--- src/rtl/mdu_hilo_pkg.sv ---
// Shared ALU control codes for the multiply/divide unit and its decoder.
// Helpers classify a code as a multiply, a divide or a signed operation.
package mdu_hilo_pkg;

    localparam logic [4:0] MULT_CONTROL  = 5'b10000;
    localparam logic [4:0] MULTU_CONTROL = 5'b10001;
    localparam logic [4:0] DIV_CONTROL   = 5'b10010;
    localparam logic [4:0] DIVU_CONTROL  = 5'b10011;
    localparam logic [4:0] MTHI_CONTROL  = 5'b10100;
    localparam logic [4:0] MTLO_CONTROL  = 5'b10101;

    function automatic logic is_mul_code(input logic [4:0] code);
        return (code == MULT_CONTROL) || (code == MULTU_CONTROL);
    endfunction

    function automatic logic is_div_code(input logic [4:0] code);
        return (code == DIV_CONTROL) || (code == DIVU_CONTROL);
    endfunction

    function automatic logic is_signed_code(input logic [4:0] code);
        return (code == MULT_CONTROL) || (code == DIV_CONTROL);
    endfunction

endpackage

--- src/rtl/mdu_hilo_div_radix2.sv ---
// Iterative unsigned restoring divider: one quotient bit per cycle.
// Operands latch on start; abort drops any partial result.
module div_radix2 #(
    parameter int WIDTH = 32,
    parameter int ITERS = 32
) (
    input  logic             clk,
    input  logic             rst,
    input  logic             start,
    input  logic             abort,
    input  logic [WIDTH-1:0] dividend,
    input  logic [WIDTH-1:0] divisor,
    output logic             busy,
    output logic             last,
    output logic [WIDTH-1:0] quotient,
    output logic [WIDTH-1:0] remainder
);

    localparam int CW = $clog2(ITERS);
    localparam logic [CW-1:0] LAST_CNT = CW'(ITERS - 1);

    logic [WIDTH-1:0] quo_q, quo_d;
    logic [WIDTH-1:0] rem_q, rem_d;
    logic [WIDTH-1:0] dvs_q, dvs_d;
    logic [CW-1:0]    cnt_q, cnt_d;
    logic             busy_q, busy_d;
    logic [WIDTH:0]   shifted;
    logic [WIDTH-1:0] trial;

    // The partial remainder is below the divisor, so one extra bit holds the shifted value.
    assign shifted = {rem_q, quo_q[WIDTH-1]};
    assign trial   = shifted[WIDTH-1:0] - dvs_q;

    always_comb begin
        quo_d  = quo_q;
        rem_d  = rem_q;
        dvs_d  = dvs_q;
        cnt_d  = cnt_q;
        busy_d = busy_q;
        if (abort) begin
            busy_d = 1'b0;
            cnt_d  = '0;
        end else if (start) begin
            quo_d  = dividend;
            rem_d  = '0;
            dvs_d  = divisor;
            cnt_d  = '0;
            busy_d = 1'b1;
        end else if (busy_q) begin
            if (shifted >= {1'b0, dvs_q}) begin
                rem_d = trial;
                quo_d = {quo_q[WIDTH-2:0], 1'b1};
            end else begin
                rem_d = shifted[WIDTH-1:0];
                quo_d = {quo_q[WIDTH-2:0], 1'b0};
            end
            if (cnt_q == LAST_CNT) begin
                busy_d = 1'b0;
                cnt_d  = '0;
            end else begin
                cnt_d = cnt_q + 1'b1;
            end
        end
    end

    always_ff @(posedge clk) begin
        if (rst) begin
            quo_q  <= '0;
            rem_q  <= '0;
            dvs_q  <= '0;
            cnt_q  <= '0;
            busy_q <= 1'b0;
        end else begin
            quo_q  <= quo_d;
            rem_q  <= rem_d;
            dvs_q  <= dvs_d;
            cnt_q  <= cnt_d;
            busy_q <= busy_d;
        end
    end

    assign busy      = busy_q;
    assign last      = busy_q && (cnt_q == LAST_CNT);
    assign quotient  = quo_q;
    assign remainder = rem_q;

endmodule

--- src/rtl/mdu_hilo.sv ---
// EX-stage multiply/divide unit owning HI/LO; stalls upstream while busy.
// Divides run on magnitudes in div_radix2 and are sign-corrected in FIX.
module mdu_hilo
    import mdu_hilo_pkg::*;
#(
    parameter int WIDTH     = 32,
    parameter int DIV_ITERS = 32
) (
    input  logic             clk,
    input  logic             rst,
    input  logic             valid,
    input  logic [4:0]       aluctrl,
    input  logic [WIDTH-1:0] a,
    input  logic [WIDTH-1:0] b,
    input  logic             flush,
    output logic             stall,
    output logic             done,
    output logic [WIDTH-1:0] hi,
    output logic [WIDTH-1:0] lo
);

    typedef enum logic [1:0] {S_IDLE, S_MUL, S_DIV, S_FIX} state_t;

    state_t           state_q, state_d;
    logic [WIDTH-1:0] hi_q, hi_d, lo_q, lo_d;
    logic [WIDTH-1:0] op_a_q, op_a_d, op_b_q, op_b_d;
    logic             sgn_q, sgn_d;
    logic             quo_neg_q, quo_neg_d, rem_neg_q, rem_neg_d;

    logic             accept, signed_op, div_start;
    logic             div_busy, div_last;
    logic [WIDTH-1:0] abs_a, abs_b, div_quo, div_rem;
    logic [2*WIDTH-1:0] ext_a, ext_b, product;

    assign accept    = valid && (state_q == S_IDLE) && !flush;
    assign signed_op = is_signed_code(aluctrl);
    assign abs_a     = (signed_op && a[WIDTH-1]) ? -a : a;
    assign abs_b     = (signed_op && b[WIDTH-1]) ? -b : b;

    // Extending both operands to 2*WIDTH makes one truncated multiply serve MULT and MULTU.
    assign ext_a   = sgn_q ? {{WIDTH{op_a_q[WIDTH-1]}}, op_a_q} : {{WIDTH{1'b0}}, op_a_q};
    assign ext_b   = sgn_q ? {{WIDTH{op_b_q[WIDTH-1]}}, op_b_q} : {{WIDTH{1'b0}}, op_b_q};
    assign product = ext_a * ext_b;

    assign div_start = accept && is_div_code(aluctrl);

    div_radix2 #(.WIDTH(WIDTH), .ITERS(DIV_ITERS)) u_div (
        .clk      (clk),
        .rst      (rst),
        .start    (div_start),
        .abort    (flush),
        .dividend (abs_a),
        .divisor  (abs_b),
        .busy     (div_busy),
        .last     (div_last),
        .quotient (div_quo),
        .remainder(div_rem)
    );

    always_comb begin
        state_d   = state_q;
        hi_d      = hi_q;
        lo_d      = lo_q;
        op_a_d    = op_a_q;
        op_b_d    = op_b_q;
        sgn_d     = sgn_q;
        quo_neg_d = quo_neg_q;
        rem_neg_d = rem_neg_q;
        stall     = 1'b0;
        done      = 1'b0;
        unique case (state_q)
            S_IDLE: begin
                if (accept) begin
                    if (is_mul_code(aluctrl)) begin
                        stall   = 1'b1;
                        state_d = S_MUL;
                        op_a_d  = a;
                        op_b_d  = b;
                        sgn_d   = signed_op;
                    end else if (is_div_code(aluctrl)) begin
                        stall     = 1'b1;
                        state_d   = S_DIV;
                        quo_neg_d = signed_op && (a[WIDTH-1] ^ b[WIDTH-1]);
                        rem_neg_d = signed_op && a[WIDTH-1];
                    end else if (aluctrl == MTHI_CONTROL) begin
                        hi_d = a;
                    end else if (aluctrl == MTLO_CONTROL) begin
                        lo_d = a;
                    end
                end
            end
            S_MUL: begin
                state_d = S_IDLE;
                if (!flush) begin
                    done         = 1'b1;
                    {hi_d, lo_d} = product;
                end
            end
            S_DIV: begin
                if (flush) begin
                    state_d = S_IDLE;
                end else begin
                    stall = 1'b1;
                    if (div_last) state_d = S_FIX;
                end
            end
            S_FIX: begin
                state_d = S_IDLE;
                if (!flush) begin
                    done = 1'b1;
                    lo_d = quo_neg_q ? -div_quo : div_quo;
                    hi_d = rem_neg_q ? -div_rem : div_rem;
                end
            end
            default: state_d = S_IDLE;
        endcase
    end

    always_ff @(posedge clk) begin
        if (rst) begin
            state_q   <= S_IDLE;
            hi_q      <= '0;
            lo_q      <= '0;
            op_a_q    <= '0;
            op_b_q    <= '0;
            sgn_q     <= 1'b0;
            quo_neg_q <= 1'b0;
            rem_neg_q <= 1'b0;
        end else begin
            state_q   <= state_d;
            hi_q      <= hi_d;
            lo_q      <= lo_d;
            op_a_q    <= op_a_d;
            op_b_q    <= op_b_d;
            sgn_q     <= sgn_d;
            quo_neg_q <= quo_neg_d;
            rem_neg_q <= rem_neg_d;
        end
    end

    assign hi = hi_q;
    assign lo = lo_q;

endmodule

--- config.mk ---
export PLATFORM = sky130hd
export DESIGN_NAME = mdu_hilo
export DESIGN_NICKNAME = d
export VERILOG_FILES = /design/src/rtl/mdu_hilo_pkg.sv /design/src/rtl/mdu_hilo_div_radix2.sv /design/src/rtl/mdu_hilo.sv
export SDC_FILE = /design/constraint.sdc
export NUM_CORES = 2
export LEC_CHECK = 0
export CORE_ASPECT_RATIO = 1.5
export CORE_MARGIN = 4
export CORE_UTILIZATION = 60
export CTS_BUF_LIST = sky130_fd_sc_hd__clkbuf_4
export CTS_CLUSTER_DIAMETER = 100
export DETAILED_ROUTE_END_ITERATION = 8
export PLACE_DENSITY = 0.73
export SETUP_SLACK_MARGIN = 0.02
export SLEW_MARGIN = 20
export SYNTH_ARGS = -nofsm -noshare
export SYNTH_HDL_FRONTEND = slang
export SYNTH_SLANG_ARGS = --single-unit
--- constraint.sdc ---
create_clock -name clk -period 13.6 [get_ports clk]
set_input_delay 2.72 -clock clk [delete_from_list [all_inputs] [get_ports clk]]
set_output_delay 2.72 -clock clk [all_outputs]
set_load 0.05 [all_outputs]
# == Yosys cells after proc, flatten, opt, wreduce, memory -nomap -nowiden ==
# Cells that the tools add are included.
# classes
n_mux,43
magnitude_cmp,1
div,0
eq_ne,20
reduce_logical,24
mul,1
bitwise_logic,3
add_sub_neg,6
shifts,0
# op_table
op,n
$mux W32,22
$pmux W32 S3,2
$mux W64,2
$neg A32 Y32,4
$mul A64 B64 Y64,1
$eq A5 B5 Y1 const B,7
$ge A33 B32 Y1,1
$sub A32 B32 Y32,1
$ne A2 B2 Y1 const B,6
$mux W2,5
$mux W1,9
$reduce_and A8 Y1,1
$logic_and A1 B1 Y1,7
$reduce_and A7 Y1,1
$pmux W2 S3,1
$reduce_and A3 Y1,2
$add A5 B1 Y5 const B,1
$mux W5,1
$eq A2 B2 Y1 const B,2
$ne A2 B1 Y1 const B,2
$reduce_and A2 Y1,2
$reduce_and A4 Y1,1
$reduce_or A2 Y1,2
$logic_or A1 B1 Y1,3
11 further kinds,12
# totals
ram_bits,0
input_bits,73
n_memories,0
rom_bits,0
output_inout_bits,66
latch_bits,0
regBits,235
elab_cells,111

# == Logic depth before layout (Yosys ltp) ==
# depth
ltp_word,7
ltp_mapped,35
depth_no_buf,32

# == Cells and area by module ==
# From an unflattened synthesis, not the netlist that was laid out.
# hier_totals
hier_cells,7052
area_unflattened_um2,62276.0
# by_module_without_submodules
module,n_inst,seq_area_each_um2,area_each_um2,cells_each
mdu_hilo,1,2662.6,56231.4,6270
div_radix2,1,2042.0,6044.5,782

# == Worst setup path before layout ==
# OpenSTA, ideal clock, no wires.
# synth_path
path_kind,register to register
startpoint,reg sgn_q
endpoint,"reg hi_q[21], in the netlist hi[21]"
setup_ns,0.079
arrival_ns,9.125
required_ns,13.521
n_path_buf,3
setup_slack_ns,4.396
period_less_slack_ns,9.204
path_stages_with_launch,30
path_cell_list,dfxtp_1 and2_1 clkbuf_1 clkbuf_1 nand2_1 fa_1 inv_1 fa_1 fa_1 inv_1 fa_1 inv_1 fa_1 fa_1 fa_1 fa_1 fa_1 inv_1 fa_1 inv_1 ha_1 clkbuf_1 nand2_1 nor3_1 a2111o_1 a31o_2 a221oi_1 nor2_1 or4_1 o211ai_1
# synth_via
elab_chain_cells,4
word_cells_on_any_way,5
cone_classes,1 x mul; 4 x mux
# synth_rtl
element,line,rtl
"start, declared",mdu_hilo.sv:27,"logic sgn_q, sgn_d;"
"start signal, assigned",mdu_hilo.sv:135,sgn_q <= sgn_d;
$mux W64 (on tied branches),"mdu_hilo.sv:41, mdu_hilo.sv:42",
$mul A64 B64 Y64 (*),mdu_hilo.sv:43,assign product = ext_a * ext_b;
$mux W32 (*),mdu_hilo.sv:94,if (!flush) begin
$pmux W32 S3 (*),mdu_hilo.sv:71,unique case (state_q)
"end signal, assigned",mdu_hilo.sv:131,hi_q <= hi_d;
"end, declared",mdu_hilo.sv:25,"logic [WIDTH-1:0] hi_q, hi_d, lo_q, lo_d;"
# Mark *: on every way between the ends. The rest lies on a longest branch, timed or not. The select of a mux whose other input is x is not followed.
# A chain may end at the register's enable or synchronous reset.

# == Worst setup path in the final report ==
# layout_path
startpoint,reg op_a_q[31]
endpoint,"reg hi_q[21], in the netlist hi[21]"
# layout_via
elab_chain_cells,4
# layout_rtl
element,line,rtl
"start, declared",mdu_hilo.sv:26,"logic [WIDTH-1:0] op_a_q, op_a_d, op_b_q, op_b_d;"
"start signal, assigned",mdu_hilo.sv:133,op_a_q <= op_a_d;
$mux W64,mdu_hilo.sv:41,"assign ext_a = sgn_q ? {{WIDTH{op_a_q[WIDTH-1]}}, op_a_q} : {{WIDTH{1'b0}}, op_a_q};"
$mul A64 B64 Y64,mdu_hilo.sv:43,
$mux W32,mdu_hilo.sv:94,
$pmux W32 S3,mdu_hilo.sv:71,
# Every way passes these cells. The select of a mux whose other input is x is not followed.

==> key figures <==
Status
  • Outcome: finished, final reports clean

Finish
  • Nets: 8758
  • Layout Cells excl Fill: 8282
  • Multi-input combinational cell area: approximately 0.05 mm²
  • Design Area, Final: roughly 0.065 mm²
  • Flip-flop and latch area: ~0.0047 mm²
  • Fill count: 8831
  • Area Growth Syn to Fin: 5.08%
  • Share of cells above drive strength 1: 3.39%

Clocking
  • Clock tree buffer depth: 3
  • Clk_lat worst skew: 0.91 ns
  • Worst-path clk slew: approximately 0.08 ns
  • Postcts setup bufs: 0
  • Post_cts resized: 0
  • Root buffer cell: clkbuf_4
  • H-tree depth: 3
  • TritonCTS Buffers: 66
  • CTS tree: done
  • Clock sinks: roughly 240
  • Hold_buf cts: 0

Worst setup path
  • CP dominant cell by count: fa_1
  • R2r endpoint: hi[21]
  • Crit end category: flip-flop
  • Crit path buf inv count: 8
  • Reg2reg path depth: 29
  • Startpoint types: flip-flop
  • CP max stage delay: 0.92 ns
  • Worst-path fanout max: 18
  • Crit path kind: reg2reg
  • Flop-to-flop setup slack: roughly 3.4 ns
  • CP max-delay cell: fa_1
  • Required @ worst endpoint: 14.39 ns
  • CP delay by family, top: adder cells
  • WP data arrival: between 10 and 15 ns
  • R2R Path Start: op_a_q[31]

Logic synthesis
  • Flops & latches, synth: roughly 240
  • Area contributors post-synth: fa_1, inv_1, dfxtp_1
  • Ys flop type: dfxtp_1
  • Post-synth EDFFs: 0
  • Syn Std Cell Area: slightly above 0.06 mm²
  • Yosys top cell area share: about 46%
  • Syn avg cell area: 8.83 µm²
  • Syn. warnings: 0
  • Syn_nets: ~8800
  • Synth Instances: about 7000
  • Ys async rst share: 0%
  • Area leader, netlist: fa_1
  • Post-synth cell types: 76
  • Post-synthesis sequential area ratio: under 10%
  • Count leader, synth: inv_1
  • Synth cell count leaders: inv_1, fa_1, nand2_1

Drt
  • Via density: ~5.8
  • Average wire per cell in the routed design: around 23 µm
  • Via count: about 48000
  • Iteration-0 DRC Markers: ~3400
  • Post-route ant nets: 0
  • Drt drc: 0
  • DRT Pass-1 Iters: 5
  • WL final: about 190000 µm

Global routing
  • Gr usage total: between 30% and 40%
  • Total gr overflow: 0
  • First-pass GRT wire length: approximately 300000 µm
  • Antenna violations before repair: 11
  • Vias in the first global route: roughly 53000
  • Largest net degree at the start of global routing: 72

Power and ir drop
  • Pwr Total: 1.60 mW
  • Leak Pwr: 32.2 nW
  • PwrDens: 24.6 mW/mm²
  • Peak VDD IR: around 0.000093 V

Die
  • Die Wd: around 270 µm
  • Row count: 144
  • Initial Util: just over 60%
  • IO Pins: approximately 140
  • Die Ht: 401 µm
  • Die area: about 0.11 mm²
  • Placeable Area: between 0.1 and 0.15 mm²

Min path
  • Hold depth: 2
  • Hold worst-path end: op_b_q[21]
  • Worst Hold Class: reg2reg
  • HP Start: op_b_q[21]

STA
  • Fmax: between 0.09 and 0.1 GHz
  • Setup TNS: 0 ns
  • Final Max Slew Viols: 0
  • Final Cycle Share: roughly 75%
  • Final Hold Fails: 0
  • Clock Skew: about 0.10 ns
  • Least-Margin Pin Slew: about 1.1 ns
  • Post-route setup slack: 3.39 ns
  • Final number of setup-violating endpoints: 0
  • Crit path time final: just over 10 ns
  • Slew headroom: between 20 and 30%
  • RSZ-0062 raised after global routing: false

Place
  • Placed insts: just over 8000
  • Port Buf Inserts: between 100 and 150
  • DP Wirelength: 156000 µm
  • Final GP Congestion: 1.02
  • Placed cell area: approximately 0.064 mm²
  • Setup WS pre-CTS: roughly 3.5 ns

Job
  • Max-cap violations: 0
[worst max-delay path by stage]
stage                     startpoint      to  slack (ns)  cells after the start
after CTS                 op_a_q[31]  hi[21]        3.49                     29
final                     op_a_q[31]  hi[21]        3.39                     29
after detailed placement  op_a_q[31]  hi[21]        3.46                     29
after global routing      op_a_q[31]  hi[21]        3.00                     29
after floorplan                sgn_q  hi[21]        4.40                     29
after global placement    op_a_q[31]  hi[21]        3.67                     29
[final cells by class]
cell class                      count  area share [%]
Clock inverter                     31           0.266
Antenna cell                        5          0.0193
Tap cell                         1314            2.53
Clock buffer                       81           0.936
Sequential cell                   235            7.26
Multi-Input combinational cell   4796            76.6
Timing Repair Buffer              227            3.16
Inverter                         1593            9.20
[sequential cells by signal (all words and copies together) (netlist names)]
| register | flops |
|---|---|
| u_div.quotient | 32 |
| lo | 32 |
| sgn_q | 1 |
| op_b_q | 32 |
| u_div.busy | 1 |
| quo_neg_q | 1 |
| hi | 32 |
| u_div.dvs_q | 32 |
| op_a_q | 32 |
| u_div.remainder | 32 |
| rem_neg_q | 1 |
| state_q | 2 |
| u_div.cnt_q | 5 |
[where the power goes]
part	internal [mW]	switching, mW	total [mW]	leakage, nW
sequential	0.693	0.00687	0.700	1.90
combinational	0.0826	0.151	0.233	29.8
clock	0.291	0.376	0.666	0.463
[cells in the final DEF (no fill, tap or decap), drive strengths merged, types with 28 or more instances in the layout]
cell type	synthesis	final
a211oi	68	68
a21o	57	57
a21oi	312	312
and2	578	578
and3	35	35
buf	21	90
clkbuf	356	81
clkdlybuf4s50	0	137
clkinv	1	29
dfxtp	235	235
fa	1420	1420
ha	346	346
inv	1592	1595
nand2	829	829
nand3	31	31
nor2	238	238
nor3	46	46
o211ai	28	28
o21ai	195	195
o31ai	31	31
xnor2	173	173
xor2	72	72
[worst register-to-register path, delay by kind of cell (launching register included)]
family                     cells  cell delay [ns]
adders and majority gates     11             6.13
AOI/OAI and AO/OA              4             1.42
and+or+nand+nor                6             1.31
buffers and inverters          8             1.05
DFF                            1             0.30
[routing by layer]
metal,wire (µm),GRT usage (%)
met5,66,0
met4,17200,25.7
met3,13300,5.14
met2,96100,62.6
met1,65600,41.8
[cell families after synthesis]
kind of cell / after synthesis / synth area share (%)
compound gates: 858 / 8.54
fa+ha+maj: 1770 / 53.0
mux: 28 / 0.457
simple gates: 1895 / 14.9
xor+xnor: 245 / 3.47
buf+inv: 1970 / 12.0
flops: 235 / 7.61
[stage by stage]
step                utilization (%)  hold slack, ns
floorplan                         -           0.432
global placement               62.6           0.442
detailed placement             62.6           0.447
CTS                            63.4           0.456
global route                   63.4           0.472
finish                         63.4           0.454
Power figures use the tool's default switching activity.
